[src/rtl/hps_accumulator.sv]
// Signed group accumulator feeding a shift/saturate requantizer, with a two-deep
// (raw result + output register) valid/ready result path.
module hps_accumulator #(
  parameter int ACC_W = 32,
  parameter int OUT_W = 16,
  parameter int CNT_W = 8
) (
  input  logic             clk,
  input  logic             rst,
  input  logic [15:0]      mac_in,
  input  logic             in_valid,
  input  logic             in_last,
  input  logic [4:0]       shift,
  output logic             in_ready,
  output logic [OUT_W-1:0] out_data,
  output logic [CNT_W-1:0] out_count,
  output logic             out_sat,
  output logic             out_ovf,
  output logic             out_valid,
  input  logic             out_ready
);

  localparam logic [CNT_W-1:0] CNT_ONE   = {{(CNT_W-1){1'b0}}, 1'b1};
  localparam logic [CNT_W-1:0] CNT_CLOSE = {{(CNT_W-1){1'b1}}, 1'b0};
  localparam logic [31:0]      ACC_W_U   = 32'(ACC_W);

  logic [ACC_W-1:0] acc_q, acc_d;
  logic [CNT_W-1:0] cnt_q, cnt_d;
  logic             ovf_q, ovf_d;

  logic             b_full_q, b_full_d;
  logic [ACC_W-1:0] b_sum_q, b_sum_d;
  logic [CNT_W-1:0] b_cnt_q, b_cnt_d;
  logic             b_ovf_q, b_ovf_d;
  logic [4:0]       b_shift_q, b_shift_d;

  logic [OUT_W-1:0] out_data_q, out_data_d;
  logic [CNT_W-1:0] out_count_q, out_count_d;
  logic             out_sat_q, out_sat_d;
  logic             out_ovf_q, out_ovf_d;
  logic             out_valid_q, out_valid_d;

  logic             in_ready_s, accept_s, close_s, ovf_next_s, b_move_s, sat_s;
  logic [ACC_W-1:0] mac_ext_s, sum_s, shifted_s;
  logic [ACC_W-OUT_W:0] hi_s;
  logic [OUT_W-1:0] clamp_s;

  assign in_ready_s = !(b_full_q && out_valid_q && !out_ready);
  assign accept_s   = in_valid && in_ready_s;
  assign close_s    = accept_s && (in_last || (cnt_q == CNT_CLOSE));
  assign mac_ext_s  = {{(ACC_W-16){mac_in[15]}}, mac_in};
  assign sum_s      = acc_q + mac_ext_s;
  assign ovf_next_s = ovf_q | ((acc_q[ACC_W-1] == mac_in[15]) & (sum_s[ACC_W-1] != acc_q[ACC_W-1]));
  assign b_move_s   = b_full_q && (!out_valid_q || out_ready);

  // requantize the raw result held in stage B; oversized shifts give the sign fill
  always_comb begin
    shifted_s = '0;
    if ({27'd0, b_shift_q} >= ACC_W_U) begin
      shifted_s = {ACC_W{b_sum_q[ACC_W-1]}};
    end else begin
      shifted_s = $signed(b_sum_q) >>> b_shift_q;
    end
    hi_s  = shifted_s[ACC_W-1:OUT_W-1];
    sat_s = !((&hi_s) || !(|hi_s));
    if (sat_s) begin
      clamp_s = {shifted_s[ACC_W-1], {(OUT_W-1){~shifted_s[ACC_W-1]}}};
    end else begin
      clamp_s = shifted_s[OUT_W-1:0];
    end
  end

  // next state of the accumulator, stage B and the output register
  always_comb begin
    acc_d       = acc_q;
    cnt_d       = cnt_q;
    ovf_d       = ovf_q;
    b_full_d    = b_full_q;
    b_sum_d     = b_sum_q;
    b_cnt_d     = b_cnt_q;
    b_ovf_d     = b_ovf_q;
    b_shift_d   = b_shift_q;
    out_data_d  = out_data_q;
    out_count_d = out_count_q;
    out_sat_d   = out_sat_q;
    out_ovf_d   = out_ovf_q;
    out_valid_d = out_valid_q;

    if (close_s) begin
      acc_d = '0;
      cnt_d = '0;
      ovf_d = 1'b0;
    end else if (accept_s) begin
      acc_d = sum_s;
      cnt_d = cnt_q + CNT_ONE;
      ovf_d = ovf_next_s;
    end else begin
      acc_d = acc_q;
    end

    // B may be reloaded in the same cycle it drains; in_ready blocks a load into a stuck B
    if (close_s) begin
      b_full_d  = 1'b1;
      b_sum_d   = sum_s;
      b_cnt_d   = cnt_q + CNT_ONE;
      b_ovf_d   = ovf_next_s;
      b_shift_d = shift;
    end else if (b_move_s) begin
      b_full_d = 1'b0;
    end else begin
      b_full_d = b_full_q;
    end

    if (b_move_s) begin
      out_valid_d = 1'b1;
      out_data_d  = clamp_s;
      out_count_d = b_cnt_q;
      out_sat_d   = sat_s;
      out_ovf_d   = b_ovf_q;
    end else if (out_valid_q && out_ready) begin
      out_valid_d = 1'b0;
    end else begin
      out_valid_d = out_valid_q;
    end
  end

  // state registers with synchronous reset
  always_ff @(posedge clk) begin
    if (rst) begin
      acc_q       <= '0;
      cnt_q       <= '0;
      ovf_q       <= 1'b0;
      b_full_q    <= 1'b0;
      b_sum_q     <= '0;
      b_cnt_q     <= '0;
      b_ovf_q     <= 1'b0;
      b_shift_q   <= '0;
      out_data_q  <= '0;
      out_count_q <= '0;
      out_sat_q   <= 1'b0;
      out_ovf_q   <= 1'b0;
      out_valid_q <= 1'b0;
    end else begin
      acc_q       <= acc_d;
      cnt_q       <= cnt_d;
      ovf_q       <= ovf_d;
      b_full_q    <= b_full_d;
      b_sum_q     <= b_sum_d;
      b_cnt_q     <= b_cnt_d;
      b_ovf_q     <= b_ovf_d;
      b_shift_q   <= b_shift_d;
      out_data_q  <= out_data_d;
      out_count_q <= out_count_d;
      out_sat_q   <= out_sat_d;
      out_ovf_q   <= out_ovf_d;
      out_valid_q <= out_valid_d;
    end
  end

  assign in_ready  = in_ready_s;
  assign out_data  = out_data_q;
  assign out_count = out_count_q;
  assign out_sat   = out_sat_q;
  assign out_ovf   = out_ovf_q;
  assign out_valid = out_valid_q;

endmodule

[config.mk]
export PLATFORM = sky130hd
export DESIGN_NAME = hps_accumulator
export DESIGN_NICKNAME = d
export VERILOG_FILES = /design/src/rtl/hps_accumulator.sv
export SDC_FILE = /design/constraint.sdc
export NUM_CORES = 1
export LEC_CHECK = 0
export ABC_AREA = 1
export BUFFER_PORTS_ARGS = -buffer_cell sky130_fd_sc_hd__clkbuf_2
export CORE_UTILIZATION = 40
export DETAILED_ROUTE_END_ITERATION = 10
export PLACE_DENSITY_LB_ADDON = 0.05
export SLEW_MARGIN = 20
export SYNTH_ARGS = -nofsm -noshare
export SYNTH_HDL_FRONTEND = slang
export SYNTH_SLANG_ARGS = --single-unit
export TNS_END_PERCENT = 5
[constraint.sdc]
create_clock -name clk -period 2.3 [get_ports clk]
set_input_delay 0.115 -clock clk [delete_from_list [all_inputs] [get_ports clk]]
set_output_delay 0.115 -clock clk [all_outputs]
set_load 0.005 [all_outputs]
Word-level counts from Yosys, hierarchy flattened

Cells that the tools add are included.

Add/sub/neg operators: 2
Equality and inequality tests: 3
Shift-type cells: 1
Multiplexer cells: 5
Bitwise gates (word level): 3
Reduce and logical (&&, ||, !) cells: 19

Operator list:

| cell                  | count |
|---|---|
| $add A32 B32 Y32      | 1 |
| $sshr A32 B5 Y32      | 1 |
| $reduce_and A17 Y1    | 1 |
| $reduce_or A17 Y1     | 1 |
| $mux W16              | 1 |
| $add A8 B1 Y8 const B | 1 |
| $eq A8 B8 Y1 const B  | 1 |
| $logic_and A1 B1 Y1   | 6 |
| $logic_not A1 Y1      | 5 |
| $mux W1               | 4 |
| $reduce_bool A2 Y1    | 2 |
| $logic_or A1 B1 Y1    | 3 |
| $reduce_or A2 Y1      | 1 |
| $and A1 B1 Y1         | 1 |
| $eq A1 B1 Y1          | 1 |
| $ne A1 B1 Y1          | 1 |
| $not A1 Y1            | 1 |
| $or A1 B1 Y1          | 1 |

Register bits after elaboration: 115
Bits of input ports: 26
Word-level logic and storage cells: 46

Logic depth before layout (Yosys ltp)

Gate-level depths: netlist of the first run.

Word-level depth: 6
Depth in mapped cells: 18
Mapped depth without buffers: 17

Worst setup path after synthesis of the first run

OpenSTA, ideal clock, no wires.

Path type: reg2reg
Start point: reg acc_q[0]
End point: reg acc_q[24]
Library setup time: 0.056 ns
Arrival time: 2.022 ns
Data required time: 2.244 ns
Slack: 0.222 ns
Cell stages (with the launch flop): 14
Buffers on the path: 0
Cell sequence: dfxtp_1 ha_1 fa_1 nand2_1 nand2_1 o21ai_0 inv_1 nand4_1 nand3_1 a21o_1 or2_2 nand3_1 nand2_1 inv_1

Cells in the longest elaborated chain, start to end: 1

Ends and longest elaborated chain:

| what                   | line | text |
|---|---|---|
| from (decl)            | 27   | `logic [ACC_W-1:0] acc_q, acc_d;` |
| from (signal assigned) | 130  | `acc_q <= '0;` |
| from (signal assigned) | 144  | `acc_q <= acc_d;` |
| $add A32 B32 Y32       | 52   | `assign sum_s = acc_q + mac_ext_s;` |

Every way passes these cells.
A chain may end at the register's enable or synchronous reset.

Final worst setup path of the first run

Start point: reg acc_q[13]
End point: reg acc_q[24]

The elaborated chain is that of the path after synthesis.

==> flow_summary.ini, run 1 <==
[cells_and_area]
n_antenna_cell = 0
fillers = 2105
nets = 1363
drive_above_1_share_pct = 19.7
areaGrowthSynthToFinish_pct = 22.1
final_core_utilization_pct = 49.8
postLayoutCellArea_um2 = 9660

[power]
share_seq_of_total_power_pct = 32.4
power_switching_mw = 2.29
max-vdd-ir-drop_mv = 0.516
switching_share_pct = 33.5
pwr-share-clk_pct = 40.8
power-per-cell-area_nw_per_um2 = 708
design_power_total_mw = 6.84
power_leakage_nw = 4.55
cellInternalPower_mw = 4.54
gate_power_share_pct = 26.8

[grt]
grt-ovfl-total = 0
groute.layer.met2.usage_pct = 39.5
grtUsageMet1_pct = 36.8
grt_most_used_layer = met2
grt_start_max_net_pins = 60
grt_util_met3_pct = 3.55
number_of_antenna_violations_at_the_first_check_in_global_routing = 0
globalRouteTotalUtil_pct = 25.7
grt_first_pass_wirelength_mm = 40.4
grt_pass1_vias = 7498

[setup_path]
worstPathMaxFanout = 5
critPathCaptureType = flop
worst_setup_path_type = reg2reg
worst_ep_arrival_time_ns = 2.55
start_kind = flop
crit_required_ns = 2.67

[logic_synthesis]
synth_cell_type_count = 49
synth_fp_nets = 1264
asyncSetResetFlopFracSynth_pct = 0
syn-cell-area_um2 = 7910
yosysWarningCount = 0
yosys_reg_bits = 115
synth_edf_count = 0
post_synthesis_sequential_area_ratio_pct = 29.1
netlist_top_cells_area = sky130_fd_sc_hd__dfxtp_1 29%, sky130_fd_sc_hd__nand2_1 14%, sky130_fd_sc_hd__o21ai_0 7.8%
postSynth.topFlopCell = sky130_fd_sc_hd__dfxtp_1
synthesis.instances = 1204
yosys.area.top_type = sky130_fd_sc_hd__dfxtp_1
post_synth.cell_area_avg_um2 = 6.57
post-synth-top-area-fraction_pct = 29.1

[job]
timing.max_cap.violations = 0

[detailed_routing]
drt-wirelength-per-cell_um = 15.8
drt_iter0_drc = 542
detailed_route_wire_length_mm = 25.0
antenna_left = 0
drc_errors = 0
firstDrtPassIters = 5
post_drt_via_cell_ratio = 5.08
via_count = 8036

[sta]
timing.setup.tns_ns = 0
worstMarginPinSlew_ns = 0.659
post-route-min-period_ns = 2.18
rsz0062_at_grt = yes
timing.hold.ws_ns = 0.102
min_period_over_period_pct = 95.0
timing.max_slew.rel_slack_pct = 56.1
fmax_ghz = 0.458
slew_viol_final = 0
final_setup_violation_count = 0
hold_fails_final_rpt = 0
timing.clock.skew_ns = 0.0109

[die]
die_height_um = 143
dieArea_um2 = 20300
pin_count = 54
floorplan.die.width_um = 143
placementRows = 51
core_box_area_um2 = 19400
start_util_pct = 40.8

[min_path]
worst_hold_path_type = in2reg

[placement]
place_area_um2 = 8810
dp_hpwl_mm = 19.0
gp_routability_congestion = 0.940
count_of_buffers_from_port_buffering = 53

[clock_network]
cts-root-to-sink-buffers = 2
number_of_buffers_added_by_the_clock_tree_synthesis_step = 17
clock_insertion_delay_worst_skew_ns = 0.42
clock_sink_count = 115
tritoncts = yes
clk_transition_reported_paths_ns = 0.06
cts_root_buf = sky130_fd_sc_hd__clkbuf_16
htree_num_levels = 4

[outcome]
run_status = finished clean
[cells by family (layout without fill, tap and decap cells)]
family	Yosys count	count (layout)	synth area share, %
DFF	115	115	29.1
AOI/OAI and AO/OA	283	283	20.4
adders and majority gates	34	34	5.47
muxes	8	8	1.01
buffers and inverters	151	263	8.49
xor gates and xnor gates	23	23	2.55
and+or+nand+nor	590	590	33.0
[cell type report]
type / instances / area (um^2) / share of cell area (%)
multi-input combinational: 938 / 5040 / 52.2
sequential: 115 / 2310 / 23.9
timing repair buffer: 136 / 1010 / 10.4
clock buffer: 18 / 429 / 4.44
inverter: 95 / 364 / 3.77
tap: 265 / 332 / 3.43
clock inverter: 14 / 178 / 1.84
[cells in the mapped netlist (2+ instances only)]
cell type / instances
sky130_fd_sc_hd__a21o_1: 9
sky130_fd_sc_hd__mux2i_1: 8
sky130_fd_sc_hd__inv_1: 87
sky130_fd_sc_hd__nor2_1: 123
sky130_fd_sc_hd__nand2_1: 298
sky130_fd_sc_hd__o21a_1: 3
sky130_fd_sc_hd__nor3_1: 7
sky130_fd_sc_hd__nand2_4: 6
sky130_fd_sc_hd__a31oi_1: 11
sky130_fd_sc_hd__xor2_1: 13
sky130_fd_sc_hd__nor4_1: 4
sky130_fd_sc_hd__buf_6: 5
sky130_fd_sc_hd__o22ai_1: 8
sky130_fd_sc_hd__dfxtp_1: 115
sky130_fd_sc_hd__a21oi_1: 78
sky130_fd_sc_hd__nand4_1: 8
sky130_fd_sc_hd__o21ai_0: 124
sky130_fd_sc_hd__nand2_2: 20
sky130_fd_sc_hd__o211ai_1: 18
sky130_fd_sc_hd__nand3_2: 18
sky130_fd_sc_hd__or2_1: 2
sky130_fd_sc_hd__clkbuf_1: 29
sky130_fd_sc_hd__a211oi_1: 2
sky130_fd_sc_hd__buf_1: 2
sky130_fd_sc_hd__inv_2: 4
sky130_fd_sc_hd__or2_2: 7
sky130_fd_sc_hd__buf_4: 4
sky130_fd_sc_hd__a22o_1: 6
sky130_fd_sc_hd__a21boi_0: 2
sky130_fd_sc_hd__xnor2_1: 10
sky130_fd_sc_hd__ha_1: 33
sky130_fd_sc_hd__buf_2: 14
sky130_fd_sc_hd__nand3_1: 93
sky130_fd_sc_hd__o21ai_1: 6
sky130_fd_sc_hd__a22oi_1: 2
sky130_fd_sc_hd__clkinv_1: 2
sky130_fd_sc_hd__nor2_2: 2
sky130_fd_sc_hd__a21oi_2: 10
[sequential cells by signal (all words and copies together) (netlist names), 5 cells and up]
register and count:
acc_q 32, out_data 16, cnt_q 8, b_cnt_q 8
b_sum_q 32, out_count 8, b_shift_q 5
[power groups by stage]
stage | combinational, mW | sequential (mW) | clock [mW]
after floorplan | 1.15 | 2.23 | 0
after global placement | 1.77 | 2.26 | 0
after detailed placement | 1.76 | 2.26 | 0
after CTS | 1.78 | 2.22 | 2.86
after global routing | 2.05 | 2.24 | 2.91
final | 1.83 | 2.22 | 2.79
[metal layers]
layer  part of all wire, %  routed length (um)  up-vias
li1                      -                   -     4234
met2                    43               10800      129
met4                   2.2                 541        0
met1                    52               13000     3639
met3                   2.4                 612       34
met5                     0                   0        -
[timing repair]
item / in CTS / in global routing
buffers inserted: 0 / 8
pin swaps: 0 / 4
setup endpoints to repair: 22 / 58
hold buffers: 7 / 0
resized for setup: 7 / 37
endpoints found under the hold margin: 8 / 0
[critical path, cell delays in order (launching register included)]
cell and delay (ns):
sky130_fd_sc_hd__dfxtp_1 0.31, sky130_fd_sc_hd__ha_1 0.34, sky130_fd_sc_hd__a21oi_1 0.21, sky130_fd_sc_hd__o21ai_0 0.16, sky130_fd_sc_hd__a21oi_1 0.24, sky130_fd_sc_hd__nand3_2 0.18, sky130_fd_sc_hd__a21o_1 0.21, sky130_fd_sc_hd__or2_2 0.28
sky130_fd_sc_hd__nand3_1 0.07, sky130_fd_sc_hd__nand2_1 0.06, sky130_fd_sc_hd__inv_1 0.04
[layout by cell type (no fill, tap or decap), types with 20 or more instances in the layout]
cell type / count
sky130_fd_sc_hd__a21oi_1: 68
sky130_fd_sc_hd__a21oi_2: 20
sky130_fd_sc_hd__buf_4: 68
sky130_fd_sc_hd__clkbuf_2: 53
sky130_fd_sc_hd__dfxtp_1: 113
sky130_fd_sc_hd__ha_1: 31
sky130_fd_sc_hd__inv_1: 87
sky130_fd_sc_hd__nand2_1: 298
sky130_fd_sc_hd__nand2_2: 20
sky130_fd_sc_hd__nand3_1: 91
sky130_fd_sc_hd__nand3_2: 20
sky130_fd_sc_hd__nor2_1: 119
sky130_fd_sc_hd__o21ai_0: 113
[stage by stage]
| stage | cells | worst slack [ns] |
|---|---|---|
| after floorplan | 1204 | 0.222 |
| after detailed placement | 1534 | -0.173 |
| after CTS | 1573 | -0.00955 |
| final | 1581 | 0.115 |
| after global routing | 1581 | -0.0538 |
| after global placement | 1534 | -0.202 |
[path summary, 6_finish.rpt]
kind,slack (ns),from,depth (start not counted),to
worst min-delay path,0.10,in_valid,5,b_full_q
worst max register to register,0.12,acc_q[13],10,acc_q[24]
worst min register to register,0.47,b_ovf_q,2,b_ovf_q
worst max-delay path,0.12,acc_q[13],10,acc_q[24]
No activity file was read; power rests on OpenSTA's default activity.
==> inputs of run 2 (changes only) <==
--- a/config.mk
+++ b/config.mk
@@ -5,9 +5,8 @@
 export SDC_FILE = /design/constraint.sdc
 export NUM_CORES = 1
 export LEC_CHECK = 0
-export ABC_AREA = 1
 export BUFFER_PORTS_ARGS = -buffer_cell sky130_fd_sc_hd__clkbuf_2
-export CORE_UTILIZATION = 40
+export CORE_UTILIZATION = 62
 export DETAILED_ROUTE_END_ITERATION = 10
 export PLACE_DENSITY_LB_ADDON = 0.05
 export SLEW_MARGIN = 20
==> run 2 against run 1 <==
The run now ends with setup timing left. Total power grew 4.1%. Register-to-register slack lost 0.67 ns. Sequential share of layout area shrank 2.2 points. Setup slack lost 0.67 ns. Clock skew shrank 0.0025 ns. Synthesized cell count shrank 21%. Wire length grew 16%. Non-clock buffer count grew 117. Critical endpoint is now b_sum_q[28].
==> flow_summary.ini, run 2 <==
[logic_synthesis]
yosys_reg_bits = 115
post_synth.cell_area_avg_um2 = 8.19
synth_edf_count = 0
postSynth.topFlopCell = sky130_fd_sc_hd__dfxtp_1
syn-cell-area_um2 = 7750
synthesis.instances = 946
yosys.area.top_type = sky130_fd_sc_hd__dfxtp_1
yosysMostFrequentCell = sky130_fd_sc_hd__nand2_1
post-synth-top-area-fraction_pct = 29.7
yosysWarningCount = 0
synth_fp_nets = 1006
synth_cell_type_count = 66
synth_commonest_cells = 168 x sky130_fd_sc_hd__nand2_1, 115 x sky130_fd_sc_hd__dfxtp_1, 100 x sky130_fd_sc_hd__a21oi_1
netlist_top_cells_area = sky130_fd_sc_hd__dfxtp_1 30%, sky130_fd_sc_hd__nand2_1 8.1%, sky130_fd_sc_hd__mux4_2 6.7%
asyncSetResetFlopFracSynth_pct = 0
post_synthesis_sequential_area_ratio_pct = 29.7

[grt]
globalRouteTotalUtil_pct = 40.8
grt-ovfl-total = 0
grt_first_pass_wirelength_mm = 41.5
number_of_antenna_violations_at_the_first_check_in_global_routing = 0
grt_pass1_vias = 8387
grt_start_max_net_pins = 80

[detailed_routing]
detailed_route_wire_length_mm = 28.9
via_count = 8951
antenna_left = 0
firstDrtPassIters = 8
drc_errors = 0
drt-wirelength-per-cell_um = 21.7
drt_iter0_drc = 1225
post_drt_via_cell_ratio = 6.71

[setup_path]
timing.critical_path.slowest_stage_cell = sky130_fd_sc_hd__o41ai_2
r2r_setup_slack_ns = -0.56
critical_path.max_stage_delay_ns = 0.36
crit_required_ns = 2.62
start_kind = flop
critPathCaptureType = flop
series_of_cell_instances_along_the_critical_path = ha_1 -> a21o_1 -> a21o_1 -> a2111oi_2 -> buf_4 -> nor3b_1 -> o41ai_2 -> buf_4 -> a311oi_4 -> buf_4 -> a211o_1
worst_ep_arrival_time_ns = 3.18
cpMostUsedCell = sky130_fd_sc_hd__buf_4
worstPathMaxFanout = 3
worst_setup_path_type = reg2reg

[die]
pin_count = 54
floorplan.die.width_um = 114
start_util_pct = 64.0
placementRows = 40
dieArea_um2 = 13000
die_height_um = 114
core_box_area_um2 = 12100

[power]
cellInternalPower_mw = 4.73
pwr-share-clk_pct = 38.5
share_seq_of_total_power_pct = 31.7
max-vdd-ir-drop_mv = 0.599
power_leakage_nw = 4.41
switching_share_pct = 33.5
power_switching_mw = 2.38
gate_power_share_pct = 29.8
design_power_total_mw = 7.11
power-per-cell-area_nw_per_um2 = 666

[placement]
place_area_um2 = 9390
dp_hpwl_mm = 16.6
count_of_buffers_from_port_buffering = 53
worst_slack_at_placement_ns = -0.636
place_inst = 1285
gp_routability_congestion = 0.957

[cells_and_area]
fillers = 605
final_cell_count_no_fill = 1334
register_cell_area_after_layout_um2 = 2320
nets = 1213
areaGrowthSynthToFinish_pct = 37.7
multi_input_area_um2 = 5670
drive_above_1_share_pct = 34.7
postLayoutCellArea_um2 = 10700
n_antenna_cell = 0
layout_commonest_cell = sky130_fd_sc_hd__buf_4
mostFrequentLayoutCells = 187 x sky130_fd_sc_hd__buf_4, 166 x sky130_fd_sc_hd__nand2_1, 108 x sky130_fd_sc_hd__dfxtp_1

[clock_network]
htree_num_levels = 4
cts-root-to-sink-buffers = 2
tritoncts = yes
clock_insertion_delay_worst_skew_ns = 0.44
clock_sink_count = 115
clk_transition_reported_paths_ns = 0.06
cts_root_buf = sky130_fd_sc_hd__clkbuf_16
number_of_buffers_added_by_the_clock_tree_synthesis_step = 17

[sta]
slew_viol_final = 0
fin_ws_ns = -0.557
worstMarginPinSlew_ns = 0.893
min_period_over_period_pct = 124
fmax_ghz = 0.350
rsz0062_at_grt = yes
timing.setup.tns_ns = -16.71
post-route-min-period_ns = 2.86
timing.clock.skew_ns = 0.00843
timing.max_slew.rel_slack_pct = 40.2
hold_fails_final_rpt = 0
final_setup_violation_count = 56

[outcome]
violations_in_the_final_reports = setup timing
run_status = finished, violations left

[min_path]
worst_hold_path_type = in2reg

[job]
timing.max_cap.violations = 0
run 2: cell types whose count changed after synthesis, moves of 22 or more:
cell	change
sky130_fd_sc_hd__a21oi_1	+22
sky130_fd_sc_hd__inv_1	-73
sky130_fd_sc_hd__mux2i_1	+30
sky130_fd_sc_hd__mux4_2	+23
sky130_fd_sc_hd__nand2_1	-130
sky130_fd_sc_hd__nand3_1	-69
sky130_fd_sc_hd__nor2_1	-52
sky130_fd_sc_hd__o21ai_0	-75
run 2: what timing repair did:
| item | in CTS | in global routing |
|---|---|---|
| hold endpoints to repair | 6 | 0 |
| resized for setup | 69 | 45 |
| hold buffers | 6 | 0 |
| setup buffers | 2 | 9 |
| pin swaps | 26 | 18 |
| setup endpoints to repair | 59 | 59 |
run 2: layout make-up:
cell class / instances / share of cell area, %
clock buffer: 17 / 3.98
sequential: 115 / 21.7
multi-input combinational: 751 / 53.1
inverter: 15 / 0.527
clock inverter: 15 / 1.61
timing repair buffer: 253 / 17.1
tap: 168 / 1.97
run 2: metal layers:
metal | GRT usage [%] | part of all wire (%)
met5 | 0 | 0
met2 | 69.3 | 48
met3 | 7.76 | 8.9
met1 | 50.0 | 37
met4 | 19.2 | 6.5
run 2: worst max-delay path, delay by kind of cell, from the launching register on:
kind | cells | cell delay [ns]
AOI/OAI and AO/OA | 6 | 1.47
adders and majority gates | 1 | 0.29
buffers and inverters | 3 | 0.61
DFF | 1 | 0.31
and+or+nand+nor | 1 | 0.07
run 2: worst paths after layout:
check            start           end  cells past startpoint
min reg2reg  acc_q[18]     acc_q[18]                      2
max reg2reg  acc_q[15]   b_sum_q[28]                     11
max          acc_q[15]   b_sum_q[28]                     11
min            in_last  b_shift_q[4]                      4
run 2: power by group through the flow:
stage / clock network, mW / registers [mW] / logic (mW)
detailed placement: 0 / 2.28 / 1.73
global placement: 0 / 2.27 / 1.67
floorplan: 0 / 2.25 / 1.03
finish: 2.74 / 2.26 / 2.12
CTS: 2.71 / 2.24 / 1.87
global route: 2.80 / 2.26 / 2.24
run 2: metrics by stage:
stage,hold WS [ns],util (%)
2_1_floorplan,0.244,-
3_3_place_gp,0.342,77.5
3_5_place_dp,0.349,77.5
4_1_cts,0.117,85.6
5_1_grt,0.158,88.2
6_report,0.153,88.2
run 2: kinds of logic (layout without fill, tap and decap cells):
group / Yosys count / count (layout) / share of synthesized area, %
fa+ha+maj: 34 / 34 / 5.58
xor+xnor: 38 / 38 / 4.29
mux: 76 / 76 / 14.8
simple gates: 335 / 335 / 19.5
buf+inv: 80 / 300 / 4.20
flops: 115 / 115 / 29.7
compound gates: 268 / 268 / 21.9
